==> src/rtl/branch_resolve_unit.sv <==
// -----------------------------------------------------------------------------
// branch_resolve_unit
//
// Purpose:
//   Resolution stage for RISC-V conditional branches. It evaluates the branch
//   condition on the source operands, computes the correct next PC, and flags
//   whether the prediction carried from fetch was wrong. It also owns a table
//   of 2-bit saturating counters (BHT). Fetch reads the table combinationally
//   for prediction, and this block trains one entry on every resolved branch.
//
// Parameters:
//   XLEN       operand / PC width
//   BHT_DEPTH  number of BHT entries (power of 2, >= 2)
//   IDX_LSB    lowest PC bit of the BHT index; index = pc[IDX_LSB +: log2(BHT_DEPTH)]
//
// Ports:
//   clk, reset        rising-edge clock, synchronous active-high reset
//   in_valid, flush   request strobe / kill of request and pending output
//   in_opcode/funct3  instruction opcode and branch condition
//   in_pc, in_rs1, in_rs2, in_imm   branch PC, operands, sign-extended B-imm
//   in_pred_taken     direction predicted at fetch
//   pred_pc           fetch PC for the BHT lookup
//   pred_taken        combinational MSB of the indexed BHT counter
//   out_valid         one-cycle pulse per accepted request
//   out_taken         resolved direction
//   out_mispredict    resolved direction differs from in_pred_taken
//   out_redirect_pc   correct next PC
//   stat_branches     saturating count of accepted requests
//   stat_mispredicts  saturating count of mispredicted requests
// -----------------------------------------------------------------------------
module branch_resolve_unit #(
    parameter int XLEN      = 32,
    parameter int BHT_DEPTH = 16,
    parameter int IDX_LSB   = 2
) (
    input  logic            clk,
    input  logic            reset,
    input  logic            in_valid,
    input  logic            flush,
    input  logic [6:0]      in_opcode,
    input  logic [2:0]      in_funct3,
    input  logic [XLEN-1:0] in_pc,
    input  logic [XLEN-1:0] in_rs1,
    input  logic [XLEN-1:0] in_rs2,
    input  logic [XLEN-1:0] in_imm,
    input  logic            in_pred_taken,
    input  logic [XLEN-1:0] pred_pc,
    output logic            pred_taken,
    output logic            out_valid,
    output logic            out_taken,
    output logic            out_mispredict,
    output logic [XLEN-1:0] out_redirect_pc,
    output logic [15:0]     stat_branches,
    output logic [15:0]     stat_mispredicts
);

    localparam int         IDX_W      = $clog2(BHT_DEPTH);
    localparam logic [6:0] OPC_BRANCH = 7'b1100011;
    localparam logic [15:0] STAT_MAX  = 16'hFFFF;

    // Handshake: there is no back-pressure. A request is taken whenever
    // in_valid=1 and flush=0 on a rising edge; the result appears on out_*
    // right after that edge and out_valid stays high for exactly one cycle.

    logic [1:0]      r_bht [BHT_DEPTH];
    logic            r_out_valid;
    logic            r_out_taken;
    logic            r_out_mispredict;
    logic [XLEN-1:0] r_out_redirect_pc;
    logic [15:0]     r_stat_branches;
    logic [15:0]     r_stat_mispredicts;

    logic            w_legal_f3;
    logic            w_accept;
    logic            w_eq;
    logic            w_lt_s;
    logic            w_lt_u;
    logic            w_taken;
    logic            w_mispredict;
    logic [XLEN-1:0] w_target;
    logic [XLEN-1:0] w_seq;
    logic [XLEN-1:0] w_redirect;
    logic [IDX_W-1:0] w_upd_idx;
    logic [IDX_W-1:0] w_pred_idx;
    logic [1:0]      w_cnt_cur;
    logic [1:0]      w_cnt_next;
    logic            w_pred_pc_unused;

    // ---------------------------------------------------------------- decode
    always_comb begin
        w_legal_f3 = 1'b0;
        case (in_funct3)
            3'b000, 3'b001, 3'b100, 3'b101, 3'b110, 3'b111: w_legal_f3 = 1'b1;
            default:                                        w_legal_f3 = 1'b0;
        endcase
    end

    assign w_accept = in_valid && !flush && (in_opcode == OPC_BRANCH) && w_legal_f3;

    // ------------------------------------------------------------- condition
    // Operands are compared directly at full width so that signed and
    // unsigned orderings stay correct even when the subtraction would overflow.
    assign w_eq   = (in_rs1 == in_rs2);
    assign w_lt_s = ($signed(in_rs1) < $signed(in_rs2));
    assign w_lt_u = (in_rs1 < in_rs2);

    always_comb begin
        w_taken = 1'b0;
        case (in_funct3)
            3'b000:  w_taken = w_eq;
            3'b001:  w_taken = !w_eq;
            3'b100:  w_taken = w_lt_s;
            3'b101:  w_taken = !w_lt_s;
            3'b110:  w_taken = w_lt_u;
            3'b111:  w_taken = !w_lt_u;
            default: w_taken = 1'b0;
        endcase
    end

    assign w_mispredict = (w_taken != in_pred_taken);

    // Both sums wrap modulo 2^XLEN; the carry out is intentionally dropped.
    assign w_target   = in_pc + in_imm;
    assign w_seq      = in_pc + XLEN'(4);
    assign w_redirect = w_taken ? w_target : w_seq;

    // ------------------------------------------------------------------- BHT
    assign w_upd_idx  = in_pc[IDX_LSB +: IDX_W];
    assign w_pred_idx = pred_pc[IDX_LSB +: IDX_W];

    // Only the index bits of pred_pc matter; the rest is folded away here.
    assign w_pred_pc_unused = ^pred_pc;

    // Counter read sees the value left by the previous edge, so back-to-back
    // requests to one entry chain correctly.
    assign w_cnt_cur = r_bht[w_upd_idx];

    always_comb begin
        w_cnt_next = w_cnt_cur;
        if (w_taken) begin
            if (w_cnt_cur != 2'b11) w_cnt_next = w_cnt_cur + 2'd1;
        end else begin
            if (w_cnt_cur != 2'b00) w_cnt_next = w_cnt_cur - 2'd1;
        end
    end

    always_ff @(posedge clk) begin
        if (reset) begin
            for (int i = 0; i < BHT_DEPTH; i++) begin
                r_bht[i] <= 2'b01;
            end
        end else if (w_accept) begin
            r_bht[w_upd_idx] <= w_cnt_next;
        end
    end

    // Combinational lookup: a write at the coming edge is not yet visible.
    assign pred_taken = r_bht[w_pred_idx][1];

    // ---------------------------------------------------------------- result
    // flush clears the whole result; an idle cycle only drops out_valid and
    // leaves the last result fields in place.
    always_ff @(posedge clk) begin
        if (reset || flush) begin
            r_out_valid       <= 1'b0;
            r_out_taken       <= 1'b0;
            r_out_mispredict  <= 1'b0;
            r_out_redirect_pc <= '0;
        end else if (w_accept) begin
            r_out_valid       <= 1'b1;
            r_out_taken       <= w_taken;
            r_out_mispredict  <= w_mispredict;
            r_out_redirect_pc <= w_redirect;
        end else begin
            r_out_valid       <= 1'b0;
        end
    end

    // ------------------------------------------------------------ statistics
    always_ff @(posedge clk) begin
        if (reset) begin
            r_stat_branches    <= '0;
            r_stat_mispredicts <= '0;
        end else if (w_accept) begin
            if (r_stat_branches != STAT_MAX) begin
                r_stat_branches <= r_stat_branches + 16'd1;
            end
            if (w_mispredict && (r_stat_mispredicts != STAT_MAX)) begin
                r_stat_mispredicts <= r_stat_mispredicts + 16'd1;
            end
        end
    end

    assign out_valid        = r_out_valid;
    assign out_taken        = r_out_taken;
    assign out_mispredict   = r_out_mispredict;
    assign out_redirect_pc  = r_out_redirect_pc;
    assign stat_branches    = r_stat_branches;
    assign stat_mispredicts = r_stat_mispredicts;

endmodule

==> config.mk <==
export PLATFORM = sky130hd
export DESIGN_NAME = branch_resolve_unit
export DESIGN_NICKNAME = d
export VERILOG_FILES = /design/src/rtl/branch_resolve_unit.sv
export SDC_FILE = /design/constraint.sdc
export NUM_CORES = 1
export LEC_CHECK = 0
export ABC_AREA = 1
export CAP_MARGIN = 20
export CORE_MARGIN = 2
export CORE_UTILIZATION = 30
export CTS_BUF_LIST = sky130_fd_sc_hd__clkbuf_4 sky130_fd_sc_hd__clkbuf_8 sky130_fd_sc_hd__clkbuf_16
export DETAILED_ROUTE_END_ITERATION = 10
export REMOVE_ABC_BUFFERS = 1
export SLEW_MARGIN = 10
export SYNTH_ARGS = -nofsm -noshare
export SYNTH_HDL_FRONTEND = slang
export SYNTH_SLANG_ARGS = --single-unit
==> constraint.sdc <==
create_clock -name clk -period 6.9 [get_ports clk]
set_input_delay 1.035 -clock clk [delete_from_list [all_inputs] [get_ports clk]]
set_output_delay 1.035 -clock clk [all_outputs]
set_load 0.005 [all_outputs]
Word level (Yosys, flattened, before mapping)
Memories as Yosys holds them, arrays and structs flattened.
Index checks and enable logic that the tools add are counted.
W data, S select, Z words.
- input port bits: 175
- output and inout port bits: 68
- register bits: 67
- word-level logic and storage cells: 55
- bits in read-only memories: 0
- memory bits (writable): 32
- latch bits: 0
- memories kept: 1
- shifts and indexed selects: 0
- add/subtract/negate cells: 6
- reduce and logical (&&, ||, !) cells: 15
- mux-type cells: 14
- equality and inequality tests: 11
- bitwise operators: 0
- multiply operators: 0
- magnitude comparators: 2
- divide/modulo/power cells: 0
- memory list (name ; words ; width ; rd ports ; clocked after Yosys merged registers in ; write ports ; RTL line ; RTL):
    r_bht ; 16 ; 2 ; 2 ; 0 ; 16 ; 65 ; logic [1:0] r_bht [BHT_DEPTH];
- operator list (cell ; count):
    $lt A32 B32 Y1 ; 2
    $add A16 B1 Y16 const B ; 2
    $add A32 B3 Y32 const B ; 1
    $add A32 B32 Y32 ; 1
    $eq A32 B32 Y1 ; 1
    $mux W32 ; 1
    $ne A16 B16 Y1 const B ; 2
    $eq A3 B3 Y1 const B ; 4
    $mux W2 ; 4
    $eq A7 B7 Y1 const B ; 1
    $mux W1 ; 7
    $pmux W1 S6 ; 1
    $reduce_or A6 Y1 ; 1
    $logic_and A1 B1 Y1 ; 4
    $logic_not A1 Y1 ; 4
    $mux W4 ; 1
    $reduce_and A2 Y1 ; 2
    $eq A3 B1 Y1 const B ; 1
    $logic_not A3 Y1 ; 1
    $add A2 B1 Y2 const B ; 1
    $ne A2 B2 Y1 const B ; 1
    $reduce_bool A2 Y1 ; 1
    $reduce_or A2 Y1 ; 1
    $sub A2 B1 Y2 const B ; 1
    other kinds (2) ; 2

Logic depth before layout (Yosys ltp)
Gate-level depths: netlist of run 1.
- depth after elaboration: 9
- mapped depth: 24
- gate-level depth less buffers: 23

Worst setup path after synthesis of run 1
No wires, ideal clock.
- kind: input port to flip-flop
- start point: input port in_pc[0]
- end point: register r_out_redirect_pc[26] (netlist: out_redirect_pc[26])
- cell stages on the path: 16
- setup time: 0.109 ns
- data arrival time: 3.044 ns
- data required time: 6.791 ns
- path buffers: 0
- slack: 3.748 ns
- cell sequence: ha_1 -> inv_1 -> fa_1 -> nand3b_1 -> nand2_1 -> a21oi_1 -> o21ai_0 -> a21boi_0 -> o21ai_0 -> nand2_1 -> nand2_1 -> nand2_1 -> nand3_1 -> nand3_1 -> nand2_1 -> inv_1
- word-level cells in the longest chain between the ends: 2
- elaborated cells on any way between the ends: 3
- those cells by class: 2 x add/sub; 1 x mux
- RTL lines (item ; RTL line ; RTL):
    start: declaration ; 42 ; input logic [XLEN-1:0] in_pc,
    $add A32 B3 Y32 / $add A32 B32 Y32 (equally long branches) ; 124, 123 ;
    $mux W32 * ; 125 ; assign w_redirect = w_taken ? w_target : w_seq;
    end signal: assignment ; 173 ; r_out_redirect_pc <= w_redirect;
    end: declaration ; 69 ; logic [XLEN-1:0] r_out_redirect_pc;
Every way passes the cells marked *; elsewhere a longest branch is shown, timed or not.
A chain may end at the register's enable or synchronous reset.

Worst setup path in the final report of run 1
- start point: input port in_rs2[31]
- end point: register r_stat_mispredicts[5] (netlist: stat_mispredicts[5])
- word-level cells in the longest chain between the ends: 6
- elaborated cells on any way between the ends: 10
- those cells by class: 2 x order compare; 2 x eq/ne; 1 x mux; 5 x reduce/logical
- RTL lines (item ; RTL line ; RTL):
    start: declaration ; 44 ; input logic [XLEN-1:0] in_rs2,
    $lt A32 B32 Y1 (tied with other cells) ; 105 ; assign w_lt_u = (in_rs1 < in_rs2);
    $logic_not A1 Y1, on equally long branches ; 115, 111, 113 ;
    $pmux W1 S6 * ; 109 ; case (in_funct3)
    $ne A1 B1 Y1 * ; 120 ; assign w_mispredict = (w_taken != in_pred_taken);
    $logic_and A1 B1 Y1 * ; 188 ; if (w_mispredict && (r_stat_mispredicts != STAT_MAX)) begin
    $reduce_and A2 Y1 (no source line) * ; - ;
    end signal: assignment ; 189 ; r_stat_mispredicts <= r_stat_mispredicts + 16'd1;
    end: declaration ; 71 ; logic [15:0] r_stat_mispredicts;
Marked as above.

==> reports/qor.yml, run 1 <==
outcome:
  status: "completed"
placement:
  portBuffers: 214
  gp_congestion: 0.9100
  hpwl_um: 21670
timing:
  hold_viol: 0
  worstMarginPinSlew_ps: 843.7
  rsz0062_at_grt: "false"
  fin_crit_sh_pct: 62.60
  timing.hold.ws_ps: 465.3
  fin_crit_ps: 4319
  clock.fmax_mhz: 231.5
  fin_setup_tns_ps: 0
  clock_skew_ps: 10.67
  setup_viol: 0
  finalMaxSlewViolations: 0
  relSlewSlack_pct: 43.58
routing:
  route.met2.wl_um: 13060
  first_pass_iters: 6
  totalWireLength_um: 27630
  ant_nets: 0
  avgViaCountPerCell: 4.836
  via_count: 8879
  wl_met1_um: 12520
  routedWlPerCell_um: 15.05
  wl_met3_um: 1285
  drt-initial-drc-count: 538
  topRoutingLayerUsed: "met5"
  drc: 0
run:
  maxCapViolations: 0
final_layout:
  layout-drive-gt1-share_pct: 3.292
  n_antenna_cell: 0
  final_common_cell: "nand2_1"
  area_delta_synth_final_pct: 32.35
  fillers: 2986
  fin_nets: 1698
  finish.utilization_pct: 40.35
  mostFrequentLayoutCells: "nand2_1 (259), clkdlybuf4s50_1 (214), inv_1 (192), nor2_1 (144), a21oi_1 (88)"
clock_tree:
  h-tree-depth: 3
  holdBufCountCts: 0
  cts_tree: "built"
  cts_resized: 0
  clkLatencyLatePin_ps: 360
  clk_pin_slew_ps: 80
  clk_path_buf_depth: 2
  post_cts_buffers: 0
  clock_sinks: 99
  cts_buffers: 9
  cts-root-buf: "clkbuf_16"
worst_setup_path:
  crit_required_ps: 7160
  endpoint_kind: "flop"
  startpoint_type: "primary input"
  path_max_fanout: 56
  arrival_ps: 4580
  crit_type: "in2reg"
die:
  die_w_um: 172.0
  core_mm2: 0.02778
  die_y_um: 172.0
  rows: 61
  dieArea_mm2: 0.02960
  initial_core_util_pct: 30.49
  ios: 243
grt:
  grt_pass1_wl_um: 43920
  grt_use_total_pct: 18.88
  grt_pass1_vias: 8688
  antenna_found_initial: 1
  grt_max_degree: 61
  grt_overflow: 0
synthesis:
  synth_edf_count: 32
  synth_seq_area_share_pct: 27.18
  ys_async_sr_fraction_pct: 0
  synthFlopType: "dfxtp_1"
  syn_inst: 1256
  yosys_warnings: 0
  mappedNetlistArea_mm2: 0.008471
  avgSynthCellArea_um2: 6.744
  yosys_register_bits: 99
  synth.distinct_cells: 50
pwr:
  finalPower_mw: 1.554
  leakagePower_nw: 4.757
  vdd_drop_max_mv: 0.1196
  powerDensity_mw_per_mm2: 138.7
worst_hold_path:
  min_path_type: "reg2reg"
-- critical path, stage by stage --
cell and delay (ps):
clkdlybuf4s50_1 450, inv_1 50, ha_1 330, a21oi_1 180
o21a_1 140, nand2_1 60, a21oi_2 170, nand2_1 140
nand2_1 80, nand3_1 480, nand3_2 260, buf_4 550
nand2_2 200, nand3_1 240, nor2_1 70, nor2_1 90
nor2_1 40
-- Yosys cell counts, types with 5 or more instances --
cell	n	share of area, %
a21o_1	6	0.53
a21oi_1	88	5.2
buf_2	7	0.41
buf_6	8	1.1
clkbuf_1	15	0.66
dfxtp_1	67	16
edfxtp_1	32	11
ha_1	69	10
inv_1	192	8.5
inv_2	5	0.22
nand2_1	259	11
nand3_1	63	3.7
nand4_1	32	2.4
nor2_1	145	6.4
nor2_2	5	0.37
nor3_1	27	1.6
nor4_1	11	0.81
o211ai_1	35	3.1
o21a_1	10	0.89
o21ai_0	68	4.0
o21bai_1	6	0.53
xnor2_1	17	1.8
xor2_1	37	3.8
-- final timing paths --
path | end | slack, ps | startpoint | depth (start not counted)
max | stat_mispredicts[5]$_SDFFE_PP0P_ | 2580 | in_rs2[31] | 17
min | out_mispredict$_SDFFE_PP0P_ | 470 | out_mispredict$_SDFFE_PP0P_ | 2
max reg2reg | r_bht[4][1]$_SDFFCE_PN0P_ | 4560 | r_bht[2][0]$_SDFFCE_PN1P_ | 7
min reg2reg | out_mispredict$_SDFFE_PP0P_ | 470 | out_mispredict$_SDFFE_PP0P_ | 2
-- metrics by stage --
step                std cells  worst slack, ps  instance area [µm²]
global placement         1820             2220                10930
CTS                      1836             2587                11210
global route             1836             2236                11210
detailed placement       1820             2204                10930
floorplan                1224             2765                 8282
finish                   1836             2581                11210
-- cells by family after synthesis --
logic type | synth area share, %
adder cells (fa/ha/maj) | 10.43
AO/OA/AOI/OAI | 16.37
buffers and inverters | 10.96
flip-flops | 27.18
AND/OR/NAND/NOR | 29.48
XOR/XNOR | 5.583
-- power by group --
group          internal, mW  switching [mW]  leakage [nW]
logic                 0.189           0.253          3.79
clock network         0.252           0.255         0.143
registers             0.604         0.00219         0.825
total                  1.04           0.510          4.76
-- state kept, by name, summed over array words and instances, names as in the netlist --
name / count
stat_mispredicts: 16
stat_branches: 16
out_mispredict: 1
out_taken: 1
out_redirect_pc: 32
out_valid: 1
r_bht: 32
-- layout make-up --
class | count | area (µm²) | area share [%]
sequential | 99 | 2302 | 20.54
timing repair buffer | 218 | 2172 | 19.37
clock inverter | 7 | 56.30 | 0.5022
multi-input combinational | 928 | 5243 | 46.76
inverter | 197 | 739.5 | 6.596
tap | 378 | 473.0 | 4.219
clock buffer | 9 | 225.2 | 2.009
-- routing by layer --
metal | track usage, % | vias up
li1 | - | 4574
met1 | 24.16 | 4033
met2 | 32.76 | 226
met3 | 2.564 | 44
met4 | 6.138 | 2
met5 | 0 | -
No activity file was read; power rests on OpenSTA's default activity.
==> inputs of run 2 (changes only) <==
==> constraint.sdc (replaced) <==
create_clock -name clk -period 4.2 [get_ports clk]
set_input_delay 0.63 -clock clk [delete_from_list [all_inputs] [get_ports clk]]
set_output_delay 0.63 -clock clk [all_outputs]
set_load 0.005 [all_outputs]
==> run 2 against run 1 <==
Compared with the run above: utilization grew 0.46 points; die area did not move; largest cell class unchanged; hold slack gained 1.7 ps; clock power increased by 71%; critical endpoint is now stat_mispredicts[11]$_SDFFE_PP0P_; non-clock buffer count increased by 12; critical path depth increased by 1; total power up 68%; worst setup slack worse by 1900 ps; first-iteration DRC count grew 3.5%; register-to-register slack got worse by 2700 ps; cell count increased by 0.65%; flip-flop and latch count is the same.
==> reports/qor.yml, run 2 (synthesis gave the netlist of run 1 again) <==
grt:
  grt_pass1_vias: 8654  # -0.39%
  antenna_found_initial: 0  # -1
  grt_overflow: 0  # unchanged
  grt_max_degree: 61  # unchanged
  grt_pass1_wl_um: 43500  # -0.96%
  grt_use_total_pct: 18.80  # -0.080 points
final_layout:
  fillers: 2909  # -2.6%
  area_delta_synth_final_pct: 33.87
  mostFrequentLayoutCells: "nand2_1 (259), clkdlybuf4s50_1 (214), inv_1 (192), nor2_1 (144), a21oi_1 (88)"
  n_antenna_cell: 0  # unchanged
  multi_input_area_mm2: 0.005243  # unchanged
  finish.utilization_pct: 40.82  # +0.46 points
  layout-drive-gt1-share_pct: 4.082  # +0.79 points
  final_common_cell: "nand2_1"
  fin_nets: 1710  # +0.71%
  regArea_mm2: 0.002302  # unchanged
routing:
  drc: 0  # unchanged
  totalWireLength_um: 27870  # +0.86%
  routedWlPerCell_um: 15.08  # +0.21%
  ant_nets: 0  # unchanged
  drt-initial-drc-count: 557  # +3.5%
  first_pass_iters: 6  # unchanged
  avgViaCountPerCell: 4.852  # +0.32%
  via_count: 8966  # +0.98%
worst_setup_path:
  path_max_fanout: 21  # -63%
  crit_required_ps: 4450  # -2710 ps
  endpoint_kind: "flop"
  ff2ff_path_depth: 7  # unchanged
  startpoint_type: "primary input"
  arrival_ps: 3820  # -760 ps
  crit_type: "in2reg"
placement:
  hpwl_um: 22280  # +2.8%
  portBuffers: 214  # unchanged
  gp_congestion: 0.9163  # +0.69%
  pre_cts_ws_ps: 272.9  # -1932 ps
die:
  ios: 243  # unchanged
  rows: 61  # unchanged
  die_w_um: 172.0  # unchanged
  dieArea_mm2: 0.02960  # unchanged
  core_mm2: 0.02778  # unchanged
  die_y_um: 172.0  # unchanged
  initial_core_util_pct: 30.49  # unchanged
clock_tree:
  holdBufCountCts: 0  # unchanged
  clkLatencyLatePin_ps: 350  # about the same
  clk_pin_slew_ps: 70  # about the same
  cts_tree: "built"
  cts-root-buf: "clkbuf_16"
  post_cts_buffers: 0  # unchanged
  clock_sinks: 99  # unchanged
  cts_buffers: 9  # unchanged
  cts_resized: 0  # unchanged
  h-tree-depth: 3  # unchanged
  clk_path_buf_depth: 2  # unchanged
timing:
  fin_setup_tns_ps: 0  # unchanged
  hold_viol: 0  # unchanged
  worstMarginPinSlew_ps: 681.0  # -162.7 ps
  clock_skew_ps: 4.368  # -6.302 ps
  finalWorstSetupSlack_ps: 632.1  # -1949 ps
  fin_crit_ps: 3568
  fin_crit_sh_pct: 84.95
  rsz0062_at_grt: "false"
  finalMaxSlewViolations: 0  # unchanged
  clock.fmax_mhz: 280.3
  relSlewSlack_pct: 54.60  # +11 points
  setup_viol: 0  # unchanged
worst_hold_path:
  holdPathStages: 2  # unchanged
  min_path_type: "reg2reg"
run:
  maxCapViolations: 0  # unchanged
outcome:
  status: "completed"
pwr:
  powerDensity_mw_per_mm2: 230.1  # +66%
  vdd_drop_max_mv: 0.1425  # +19%
  leakagePower_nw: 4.827  # +1.5%
run 2: area by class of cell:
type | count | area share, %
Clock inverter | 4 | 0.2538
Timing Repair Buffer | 230 | 20.13
Multi-Input combinational cell | 928 | 46.23
Inverter | 197 | 6.521
Clock buffer | 12 | 2.394
Tap cell | 378 | 4.171
Sequential cell | 99 | 20.30
run 2: layer usage:
layer  track usage, %  routed length [µm]
met1            23.91               12530
met2            32.60               13160
met3            2.449                1369
met4            6.686                 809
met5                0                   0
run 2: where the power goes:
group | switching [mW] | total [mW] | leakage (nW) | internal [mW]
Combinational | 0.423 | 0.748 | 3.85 | 0.325
Clock | 0.400 | 0.865 | 0.149 | 0.465
Sequential | 0.00349 | 0.995 | 0.825 | 0.992
Total | 0.827 | 2.61 | 4.83 | 1.78
run 2: metrics by stage:
step                      std cells  instance area, µm²  power, mW  hold slack [ps]
after floorplan                1224                8282      1.434            454.9
final                          1848               11340      2.609            467.0
after global routing           1848               11340      2.761            485.0
after detailed placement       1832               11040      1.757            458.5
after global placement         1831               11010      1.751            452.4
after CTS                      1848               11340      2.635            470.2
run 2: worst paths after layout:
kind,from,end,slack (ps)
worst max-delay path,in_rs2[31],stat_mispredicts[11]$_SDFFE_PP0P_,630
worst min-delay path,stat_branches[8]$_SDFFE_PP0P_,stat_branches[8]$_SDFFE_PP0P_,470
worst max register to register,r_bht[1][0]$_SDFFCE_PN1P_,r_bht[3][1]$_SDFFCE_PN0P_,1890
worst min register to register,stat_branches[8]$_SDFFE_PP0P_,stat_branches[8]$_SDFFE_PP0P_,470
run 2: critical path, cell delays in order:
cell,delay [ps]
clkdlybuf4s50_1,460
inv_1,40
ha_1,320
a21oi_1,220
o21a_1,150
nand2_1,60
a21oi_2,170
nand2_1,140
nand2_1,80
nand2_1,80
nor2_4,100
nand3_2,370
nand2_2,290
inv_2,60
nor2_4,370
nand3_1,130
nand2_1,90
nor2_1,30
==> inputs of run 3 (changes only) <==
==> constraint.sdc (replaced) <==
create_clock -name clk -period 3.4 [get_ports clk]
set_input_delay 0.51 -clock clk [delete_from_list [all_inputs] [get_ports clk]]
set_output_delay 0.51 -clock clk [all_outputs]
set_load 0.005 [all_outputs]
==> run 3 against run 2 <==
Compared with the run above: combinational power up 30%; utilization up 0.88 points; clock skew up 3.8 ps; sequential power up 24%; via count up 0.66%; sequential share of layout area down 0.43 points; clock power up 28%; count of clock-buffer cells in the layout down 2; critical path type unchanged.
==> reports/qor.yml, run 3 (synthesis gave the netlist of run 1 again) <==
outcome:
  status: "completed"
worst_hold_path:
  holdPathStages: 2  # unchanged
  min_from: "out_redirect_pc[30]$_SDFFE_PP0P_"
  hold_end: "out_redirect_pc[30]$_SDFFE_PP0P_"
  min_path_type: "reg2reg"
worst_setup_path:
  max_stage_delay_ps: 480  # +20 ps
  path_max_fanout: 3  # -86%
  endpoint_kind: "flop"
  arrival_ps: 3330  # -490 ps
  slowest_stage: "clkdlybuf4s50_1"
  r2r_start: "stat_mispredicts[0]$_SDFFE_PP0P_"
  startpoint_type: "primary input"
  crit_family: "buffers and inverters"
  ff2ff_path_depth: 15  # +8
  path_buf_inv: 5  # +2
  critical_path.most_common_cell: "nand2_1"
  crit_type: "in2reg"
  r2r-end: "stat_mispredicts[15]$_SDFFE_PP0P_"
  crit_required_ps: 3670  # -780 ps
  ff2ff_setup_slack_ps: 1160  # -730 ps
  path_cells: "clkdlybuf4s50_1 > ha_1 > inv_1 > fa_1 > nand3b_1 > nand2_1 > a21oi_1 > o21ai_0 > buf_4 > a21boi_0 > o21ai_0 > buf_4 > nand2_1 > nand2_1 > nand2_1 > nand3_1 > nand3_1 > nand2_1 > inv_1"
grt:
  top_usage_layer: "met2"
  grt_pass1_vias: 8624  # -0.35%
  grt_overflow: 0  # unchanged
  grt_pass1_wl_um: 43560  # +0.14%
  grt_max_degree: 61  # unchanged
  grt_use_total_pct: 18.74  # -0.059 points
  use_met3_pct: 2.998  # +0.55 points
  use_met2_pct: 32.36  # -0.24 points
  grt_use_met1_pct: 23.93  # about the same
  antenna_found_initial: 1  # +1
timing:
  clock.fmax_mhz: 327.3
  timing.hold.ws_ps: 468.0  # +1.039 ps
  hold_viol: 0  # unchanged
  relSlewSlack_pct: 46.39  # -8.2 points
  worstMarginPinSlew_ps: 803.3  # +122.2 ps
  fin_setup_tns_ps: 0  # unchanged
  rsz0062_at_grt: "false"
  finalMaxSlewViolations: 0  # unchanged
  setup_viol: 0  # unchanged
  fin_crit_ps: 3055
  clock_skew_ps: 8.164  # +3.796 ps
  fin_crit_sh_pct: 89.87
final_layout:
  layout-drive-gt1-share_pct: 5.686  # +1.6 points
  n_antenna_cell: 0  # unchanged
  final_common_cell: "nand2_1"
  finalInstanceArea_mm2: 0.01158  # +2.2%
  finish.utilization_pct: 41.70  # +0.88 points
  area_delta_synth_final_pct: 36.77
  mostFrequentLayoutCells: "nand2_1 (259), clkdlybuf4s50_1 (214), inv_1 (192), nor2_1 (144), a21oi_1 (88)"
  fin_nets: 1735  # +1.5%
clock_tree:
  holdBufCountCts: 0  # unchanged
  clk_pin_slew_ps: 80  # about the same
  h-tree-depth: 3  # unchanged
  clock_sinks: 99  # unchanged
  post_cts_buffers: 0  # unchanged
  cts_buffers: 9  # unchanged
  cts-root-buf: "clkbuf_16"
  clk_path_buf_depth: 2  # unchanged
  cts_tree: "built"
  cts_resized: 0  # unchanged
  clkLatencyLatePin_ps: 360  # about the same
die:
  initial_core_util_pct: 30.49  # unchanged
  core_mm2: 0.02778  # unchanged
  dieArea_mm2: 0.02960  # unchanged
  ios: 243  # unchanged
  die_y_um: 172.0  # unchanged
  rows: 61  # unchanged
  die_w_um: 172.0  # unchanged
routing:
  totalWireLength_um: 27920  # +0.18%
  routedWlPerCell_um: 14.91  # -1.2%
  avgViaCountPerCell: 4.818  # -0.69%
  ant_nets: 0  # unchanged
  via_count: 9025  # +0.66%
  drt-initial-drc-count: 488  # -12%
  drc: 0  # unchanged
  first_pass_iters: 5  # -1
placement:
  place_area_mm2: 0.01127  # +2.1%
  portBuffers: 214  # unchanged
  hpwl_um: 22260  # about the same
  gp_congestion: 0.9095  # -0.74%
run:
  maxCapViolations: 0  # unchanged
pwr:
  leakagePower_nw: 4.966  # +2.9%
  vdd_drop_max_mv: 0.2632  # +85%
  powerDensity_mw_per_mm2: 286.1  # +24%
run 3: cell count changes in the layout (fill, tap and decap cells not counted), moves of 2 or more:
| cell | delta |
|---|---|
| buf_12 | +5 |
| buf_4 | +21 |
| clkinv_8 | +2 |
| inv_6 | +2 |
run 3: metrics by stage:
| stage | instances | total power, mW | setup WS, ps |
|---|---|---|---|
| after global placement | 1857 | 2.215 | -18.40 |
| after floorplan | 1224 | 1.772 | -209.6 |
| final | 1873 | 3.315 | 344.6 |
| after detailed placement | 1857 | 2.219 | -12.24 |
| after global routing | 1873 | 3.495 | 112.2 |
| after CTS | 1873 | 3.337 | 380.3 |
run 3: tightest hold or removal path: stages, from the launching register on:
cell and delay (ps):
dfxtp_1 310, nand2_1 60, a21oi_1 60
run 3: layout make-up:
class	instances	area (µm²)
well taps	378	473.0
inverters	197	739.5
multi-input cells	928	5243
flip-flops and latches	99	2302
fillers	2871	16200
repair buffers	255	2512
clock inverters	6	65.06
clock buffers	10	250.2
run 3: routing by layer:
| metal | vias to the layer above | wire (µm) |
|---|---|---|
| met5 | - | 16 |
| met4 | 2 | 738 |
| met3 | 40 | 1333 |
| met2 | 221 | 13360 |
| met1 | 4124 | 12470 |
| li1 | 4638 | - |
run 3: power by group:
group	total [mW]	internal (mW)	switching [mW]
Combinational	0.973	0.443	0.530
Sequential	1.23	1.23	0.00403
Clock	1.11	0.564	0.549
run 3: worst max path at each step:
stage / start / end / slack [ps] / cells after the start
2_1_floorplan: in_valid / r_bht[15][0]$_SDFFCE_PN1P_ / -210 / 11
3_3_place_gp: in_pc[0] / out_redirect_pc[26]$_SDFFE_PP0P_ / -20 / 19
3_5_place_dp: in_pc[0] / out_redirect_pc[26]$_SDFFE_PP0P_ / -10 / 19
4_1_cts: in_pc[0] / out_redirect_pc[26]$_SDFFE_PP0P_ / 380 / 19
5_1_grt: in_rs2[27] / stat_mispredicts[9]$_SDFFE_PP0P_ / 110 / 21
6_report: in_pc[0] / out_redirect_pc[26]$_SDFFE_PP0P_ / 340 / 19
